`src/rtl/pe_pkg.sv`:
```
// Shared PE constants and the filter-spad controller state encoding.
package pe_pkg;

  localparam int FILT_SPAD_DEPTH = 224;
  localparam int FILT_ADDR_W     = 8;
  localparam int DATA_W          = 16;

  typedef enum logic [1:0] {
    IDLE = 2'd0,
    LOAD = 2'd1,
    READ = 2'd2,
    DONE = 2'd3
  } filt_ctrl_state_t;

endpackage

```
`src/rtl/wrap_counter.sv`:
```
// Up-counter that returns to zero after reaching a programmable limit value.
module wrap_counter #(
  parameter int W = 8
) (
  input  logic         clk,
  input  logic         rst_n,
  input  logic         clear,
  input  logic         inc,
  input  logic [W-1:0] limit,
  output logic [W-1:0] count,
  output logic         wrap
);

  // wrap marks the increment that rolls count from limit back to zero
  assign wrap = inc && (count == limit);

  always_ff @(posedge clk or negedge rst_n) begin
    if (!rst_n) begin
      count <= '0;
    end else if (clear) begin
      count <= '0;
    end else if (inc) begin
      count <= wrap ? '0 : count + W'(1);
    end
  end

endmodule

```
`src/rtl/filter_spad_ctrl.sv`:
```
// Filter scratch-pad controller: loads weights from the NoC, then replays
// them to the MAC a programmed number of passes.
module filter_spad_ctrl #(
  parameter int ADDR_W = pe_pkg::FILT_ADDR_W,
  parameter int DATA_W = pe_pkg::DATA_W,
  parameter int DEPTH  = pe_pkg::FILT_SPAD_DEPTH
) (
  input  logic              clk,
  input  logic              rst_n,
  input  logic              cfg_valid,
  output logic              cfg_ready,
  input  logic [ADDR_W-1:0] cfg_len,
  input  logic [7:0]        cfg_reps,
  input  logic              cfg_skip_load,
  output logic              cfg_err,
  input  logic              in_valid,
  output logic              in_ready,
  input  logic [DATA_W-1:0] in_data,
  output logic [ADDR_W-1:0] spad_addr,
  output logic              spad_we,
  output logic [DATA_W-1:0] spad_wdata,
  output logic              w_valid,
  input  logic              w_ready,
  output logic              w_last,
  output logic              done
);
  import pe_pkg::*;

  filt_ctrl_state_t  state, state_nx;
  logic [ADDR_W-1:0] len_q, len_m1;
  logic [7:0]        reps_q, reps_m1;
  logic [ADDR_W-1:0] wr_ptr, rd_ptr;
  logic [7:0]        rep_cnt;
  logic              loaded_q, err_q;
  logic              cmd_acc, cmd_bad, cmd_go;
  logic              wr_acc, wr_done, rd_acc, rd_wrap, rep_wrap;

  assign cmd_acc = cfg_valid && (state == IDLE);
  assign cmd_bad = (cfg_len == '0)
                || ({1'b0, cfg_len} > (ADDR_W+1)'(DEPTH))
                || (cfg_reps == 8'd0)
                || (cfg_skip_load && !loaded_q);
  assign cmd_go  = cmd_acc && !cmd_bad;

  assign len_m1  = len_q - ADDR_W'(1);
  assign reps_m1 = reps_q - 8'd1;

  assign wr_acc  = (state == LOAD) && in_valid;
  assign wr_done = wr_acc && (wr_ptr == len_m1);
  assign rd_acc  = (state == READ) && w_ready;

  always_comb begin
    state_nx = state;
    case (state)
      IDLE:    if (cmd_go) state_nx = cfg_skip_load ? READ : LOAD;
      LOAD:    if (wr_done) state_nx = READ;
      READ:    if (rep_wrap) state_nx = DONE;
      DONE:    state_nx = IDLE;
      default: state_nx = IDLE;
    endcase
  end

  always_ff @(posedge clk or negedge rst_n) begin
    if (!rst_n) begin
      state    <= IDLE;
      wr_ptr   <= '0;
      loaded_q <= 1'b0;
      err_q    <= 1'b0;
    end else begin
      state <= state_nx;
      err_q <= cmd_acc && cmd_bad;
      if (cmd_go) begin
        wr_ptr <= '0;
      end else if (wr_acc) begin
        wr_ptr <= wr_ptr + ADDR_W'(1);
      end
      // a fresh load invalidates old contents until it completes
      if (cmd_go && !cfg_skip_load) begin
        loaded_q <= 1'b0;
      end else if (wr_done) begin
        loaded_q <= 1'b1;
      end
    end
  end

  // command fields are plain data; only ever used after a legal accept
  always_ff @(posedge clk) begin
    if (cmd_go) begin
      len_q  <= cfg_len;
      reps_q <= cfg_reps;
    end
  end

  wrap_counter #(.W(ADDR_W)) u_rd_ptr (
    .clk   (clk),
    .rst_n (rst_n),
    .clear (cmd_go),
    .inc   (rd_acc),
    .limit (len_m1),
    .count (rd_ptr),
    .wrap  (rd_wrap)
  );

  // the final pass wraps exactly on the handshake that carries w_last
  wrap_counter #(.W(8)) u_rep_cnt (
    .clk   (clk),
    .rst_n (rst_n),
    .clear (cmd_go),
    .inc   (rd_wrap),
    .limit (reps_m1),
    .count (rep_cnt),
    .wrap  (rep_wrap)
  );

  always_comb begin
    spad_addr = '0;
    case (state)
      LOAD:    spad_addr = wr_ptr;
      READ:    spad_addr = rd_ptr;
      default: spad_addr = '0;
    endcase
  end

  assign cfg_ready  = (state == IDLE);
  assign cfg_err    = err_q;
  assign in_ready   = (state == LOAD);
  assign spad_we    = wr_acc;
  assign spad_wdata = (state == LOAD) ? in_data : '0;
  assign w_valid    = (state == READ);
  assign w_last     = (state == READ) && (rd_ptr == len_m1) && (rep_cnt == reps_m1);
  assign done       = (state == DONE);

endmodule

```
`config.mk`:
```
export PLATFORM = sky130hd
export DESIGN_NAME = filter_spad_ctrl
export DESIGN_NICKNAME = d
export VERILOG_FILES = /design/src/rtl/pe_pkg.sv /design/src/rtl/wrap_counter.sv /design/src/rtl/filter_spad_ctrl.sv
export SDC_FILE = /design/constraint.sdc
export NUM_CORES = 1
export LEC_CHECK = 0
export CORE_ASPECT_RATIO = 0.5
export CORE_MARGIN = 2
export CORE_UTILIZATION = 28
export DETAILED_ROUTE_END_ITERATION = 16
export MAX_ROUTING_LAYER = met4
export PLACE_DENSITY = 0.51
export SYNTH_ARGS = -nofsm -noshare
export SYNTH_HDL_FRONTEND = slang
export SYNTH_SLANG_ARGS = --single-unit
```
`constraint.sdc`:
```
create_clock -name clk -period 3.58 [get_ports clk]
set_clock_uncertainty 0.05 [all_clocks]
set_input_delay 0.358 -clock clk [delete_from_list [all_inputs] [get_ports clk]]
set_output_delay 0.358 -clock clk [all_outputs]
set_load 0.02 [all_outputs]
```
After elaboration in Yosys (flattened, before gate mapping) --
Index checks and enable logic that the tools add are counted.
Word-level totals: register bits after elaboration 44, input bits 38, output and inout bits 31, word-level logic and storage cells 66
Cells by class: $add $sub $neg 5, order comparisons 1, eq/ne operators 9, muxes and demuxes 17, reductions and logical operators 26
Operators by type and width (count):
- $mux W8 | 8
- $add A8 B1 Y8 const B | 3
- $eq A8 B8 Y1 | 3
- $logic_not A8 Y1 | 2
- $mux W16 | 1
- $pmux W8 S2 | 1
- $sub A8 B1 Y8 const B | 2
- $logic_and A1 B1 Y1 | 12
- $gt A8 B8 Y1 const B | 1
- $mux W2 | 4
- $pmux W2 S4 | 1
- $reduce_bool A2 Y1 | 4
- $ne A2 B1 Y1 const B | 3
- $eq A2 B2 Y1 const B | 2
- $logic_not A1 Y1 | 3
- $logic_or A1 B1 Y1 | 3
- $reduce_and A3 Y1 | 1
- $eq A2 B1 Y1 const B | 1
- $logic_not A2 Y1 | 1
- $mux W1 | 2

Logic depth before layout (Yosys ltp) --
depth in word-level cells 8, depth in mapped cells 11

Cells and area by module --
From an unflattened synthesis, not the netlist that was laid out.
Unflattened totals: cell total of the unflattened synthesis 302, area, all modules 3067.9 um^2
Modules (own cells, without submodules):
- filter_spad_ctrl | instances 1, cells an instance 200, area each 2024.4 um^2, seq. area each 780.7 um^2
- wrap_counter at u_rd_ptr | instances 1, cells an instance 51, area each 523.0 um^2, seq. area each 200.2 um^2
- wrap_counter at u_rep_cnt | instances 1, cells an instance 51, area each 520.5 um^2, seq. area each 200.2 um^2

Least setup slack after synthesis --
OpenSTA, ideal clock, no wires.
kind reg-to-reg, from reg len_q[0], to reg u_rep_cnt.count[4], setup time 0.082 ns, arrival time 2.673 ns, required time 3.448 ns, path slack 0.775 ns, cell stages (with the launch flop) 12, buffers on the path 2, cells stage by stage edfxtp_1 -> clkbuf_2 -> inv_1 -> ha_1 -> clkbuf_8 -> nor4_2 -> nand3_1 -> o22a_1 -> a2111oi_4 -> nand2_4 -> or4b_1 -> a31oi_1
Between the ends: word-level cells in the longest chain between the ends 7, elaborated cells between the ends (all ways) 8
RTL lines:
- from (decl) | RTL line filter_spad_ctrl.sv:30 | logic [ADDR_W-1:0] len_q, len_m1;
- from (signal assigned) | RTL line filter_spad_ctrl.sv:89 | len_q <= cfg_len;
- $sub A8 B1 Y8 (*) | RTL line filter_spad_ctrl.sv:45 | assign len_m1 = len_q - ADDR_W'(1);
- $eq A8 B8 Y1 (*) | RTL line wrap_counter.sv:15 | assign wrap = inc && (count == limit);
- $logic_and A1 B1 Y1 (*) | RTL line wrap_counter.sv:15
- $logic_and A1 B1 Y1 | RTL line wrap_counter.sv:15
- $mux W8 | RTL line wrap_counter.sv:23 | count <= wrap ? '0 : count + W'(1);
- $mux W8 | RTL line wrap_counter.sv:22 | end else if (inc) begin
- $mux W8 | RTL line wrap_counter.sv:20 | end else if (clear) begin
- to (signal assigned) | RTL line wrap_counter.sv:23
- to (decl) | RTL line wrap_counter.sv:10 | output logic [W-1:0] count,
Every way passes the cells marked *; elsewhere a longest branch is shown, timed or not. The select of a mux whose other input is x is not followed. A chain may end at the register's enable or synchronous reset.

Worst setup path after layout --
from reg len_q[0], to out w_last
Between the ends: word-level cells in the longest chain between the ends 4
RTL lines:
- $sub A8 B1 Y8 | RTL line filter_spad_ctrl.sv:45
- $eq A8 B8 Y1 | RTL line filter_spad_ctrl.sv:130 | assign w_last = (state == READ) && (rd_ptr == len_m1) && (rep_cnt == reps_m1);
- $logic_and A1 B1 Y1 (2 in series) | RTL line filter_spad_ctrl.sv:130
- to (decl) | RTL line filter_spad_ctrl.sv:24 | output logic w_last,
Every way passes these cells.

==> metrics.md <==
| Metric | Value |
|---|---|
| Worst slew margin | 66.3% |
| Actual slew at the worst max-slew pin | ~0.50 ns |
| Final Cycle Share | 94.6% |
| Clk_lat worst skew | between 0.2 and 0.3 ns |
| CTS Hold Bufs | 0 |
| Synth area leaders | dfrtp_1, edfxtp_1, xor2_1, xnor2_1, ha_1 |
| Outcome | finished clean |
| Critical Path Max Stage Delay | slightly above 0.6 ns |
| Hold Slack | around 0.41 ns |
| DRC viols | 0 |
| Worst-path maximum fanout | 9 |
| Sw frac | between 30% and 40% |
| Synth Area in XOR/XNOR | between 15 and 20% |
| Dpl ws | approximately 0.39 ns |
| Die area | 11500 um^2 |
| Power share of the combinational group | between 40% and 50% |
| Post-DP HPWL | ~5900 um |
| Sequential area share after synthesis | about two fifths |
| Fin. Hold Viols | 0 |
| Final ANT Viol Nets | 0 |
| Slowest CP cell | clkdlybuf4s50_1 |
| Antenna violations before repair | 0 |
| Layout cell share with drive strength beyond 1 | about 7.9% |
| Gr usage total | between 10 and 15% |
| Peak Freq | between 200 and 300 MHz |
| Setup TNS | 0 ns |
| Post-Syn Area | 2970 um^2 |
| Asr flop ratio synth | between 60% and 70% |
| Critical path arrival | approximately 3 ns |
| Synth Flop Type | dfrtp_1 |
| Post-synthesis simple-gate area fraction | 24.9% |
| Synth unique cells | 58 |
| Routed vias/inst | 4.75 |
| Leak | between 1.5 and 2 nW |
| Clock transition at path regs | approximately 0.060 ns |
| Share of the synthesized area in the top cell type | 23.6% |
| Peak VDD IR | 0.177 mV |
| GRT Residual Overflow | 0 |
| DR pass1 iterations | 6 |
| Post-synth net total | 343 |
| Largest family of logic cells by synthesized area | simple AND/OR/NAND/NOR gates |
| MaxCap Viol Count | 0 |
| Post-layout worst setup margin | approximately 0.19 ns |
| # placed instances | between 400 and 500 |
| EDFF count, synth | 16 |
| Req. time, crit path | approximately 3.2 ns |
| Final Wtd Congestion | 0.823 |
| DR vias | 2400 |
| Type of origin of the critical path | flip-flop |
| RSZ-0062 raised after global routing | false |
| Clock power frac | 22.1% |
| Final WL | 7830 um |
| Initial core utilization | 28.9% |
| Int Power | 0.00129 W |
| Worst path cell trace | inv_1 > ha_2 > nor4_4 > nand3_1 > o22a_1 > a2111oi_4 > and2_2 > clkdlybuf4s50_1 |
| Number of global-route vias before repair | between 2k and 2.5k |
| Share of synthesized area spent on multiplexers | around 1.3% |
| Core area | 10200 um^2 |
| Switching power total | ~0.00078 W |
| Synth warnings | 0 |
| # setup viols final | 0 |
| Final std cells w/o fill | slightly above 500 |
| Drt initial violations | 111 |
| Area leader, netlist | dfrtp_1 |
| PwrDens | ~520 nW/um^2 |
| Largest net degree at the start of global routing | 29 |
| Critical path's top delay family | buffers and inverters |
| Pins Over Slew Limit | 0 |
| Port Buf Inserts | 68 |
| Post-synthesis compound-gate area fraction | about 11% |
| Total power | a little over 0.002 W |
| Post-synthesis adder-cell area fraction | 3.80% |
| Wire per inst | 15.5 um |
| Flop pwr share | between 30% and 40% |
| Most common cell after layout, fill and taps aside | clkdlybuf4s50_1 |
| Hold Crit Class | primary input to async pin |
| H-tree depth | 2 |
| Final net count | just over 400 |
| Chip width | ~150 um |
| Root Buffer | clkbuf_16 |
| Clock Path Buffers | 2 |
| CTS sink count | 44 |
| Minimum clock period | 3.39 ns |
| Clock tree from TritonCTS | yes |
| CTS Buf Count | 5 |
| WP buf/inv | 2 |
| Critical path class | flip-flop to output pin |
| Cells after Synth | 296 |
| Crit. End Element | output pin |
| Commonest cells after routing, fill and taps aside | clkdlybuf4s50_1, dfrtp_1, xor2_1 |
| Cell row count | 26 |
| Die extent in y | around 77 um |
| Average size of a mapped cell | roughly 10 um^2 |
| Antenna cells | 0 |
| # IOs | slightly below 70 |
| Area Growth Syn to Fin | 33.2% |
| #FFs+latches synth | 44 |
| First-pass GRT wire length | 12500 um |
layout make-up:
cell class | count | area [um^2]
fill | 1007 | 6290
sequential | 44 | 1180
clock buffer | 6 | 129
timing repair buffer | 76 | 741
clock inverter | 2 | 12.5
tap | 140 | 175
multi-input combinational | 229 | 1680
inverter | 8 | 30.0
synth_stat cells (2+ instances only):
cell type / instances
and2_1: 17
or4b_1: 2
nor2_1: 22
nand2b_1: 3
o2111ai_1: 3
ha_1: 9
a22oi_1: 10
nor3_1: 6
inv_1: 8
o31ai_1: 2
and4_1: 2
dfrtp_1: 28
o21ai_0: 2
a31oi_1: 2
xnor2_1: 16
o22ai_1: 2
and2_2: 2
nand3_1: 15
nor4_1: 4
clkbuf_1: 9
buf_6: 2
nand3b_1: 4
or4_1: 3
or3_1: 2
nor2b_1: 9
nand4_1: 6
a21oi_1: 13
mux2i_1: 4
o22a_1: 2
and3_1: 7
nand2_1: 14
xor2_1: 25
edfxtp_1: 16
stage by stage:
stage          instance area, um^2  utilization, %
2_1_floorplan                 2970               -
3_3_place_gp                  3790            37.0
3_5_place_dp                  3790            37.0
4_1_cts                       3930            38.3
5_1_grt                       3950            38.6
6_report                      3950            38.6
worst paths after layout:
check | start | endpoint | slack, ns | cells after the start
max | len_q[0]$_DFFE_PP_ | w_last | 0.19 | 8
min | rst_n | u_rd_ptr.count[5]$_DFFE_PN0P_ | 0.41 | 2
max reg2reg | len_q[0]$_DFFE_PP_ | u_rep_cnt.count[4]$_DFFE_PN0P_ | 0.53 | 9
min reg2reg | loaded_q$_DFFE_PN0P_ | loaded_q$_DFFE_PN0P_ | 0.49 | 2
max in group asynchronous | rst_n | wr_ptr[3]$_DFFE_PN0P_ | 2.80 | 2
min in group clk | loaded_q$_DFFE_PN0P_ | loaded_q$_DFFE_PN0P_ | 0.49 | 2
flip-flops by register name, summed over array words and instances, names as in the netlist:
name and flops:
reps_q 8, u_rd_ptr.count 8, len_q 8, u_rep_cnt.count 8
loaded_q 1, wr_ptr 8, state 2, cfg_err 1
layer usage:
metal | vias to the layer above | track usage, % | routed length, um
met5 | - | - | 0
met4 | 0 | 4.57 | 101
met3 | 9 | 2.50 | 139
met2 | 16 | 22.8 | 3790
met1 | 1177 | 19.0 | 3790
li1 | 1198 | - | -
power groups by stage:
stage	clock, W	combinational [W]	sequential (W)
after CTS	0.000473	0.000903	0.000713
after floorplan	0	0.000593	0.000672
after global placement	0	0.000885	0.000720
final	0.000458	0.000898	0.000712
after global routing	0.000495	0.000978	0.000725
after detailed placement	0	0.000896	0.000723
logic make-up (layout without fill, tap and decap cells):
logic type	after synthesis	count (layout)
buf+inv	23	92
fa+ha+maj	9	9
mux	4	4
compound gates	44	44
flops	44	44
simple gates	127	127
xor+xnor	45	45
repair_timing:
action	in CTS	in global routing
endpoints found under the setup margin	0	1
setup buffers	0	1
resized for setup	0	3
(Power assumes the default switching activity.)
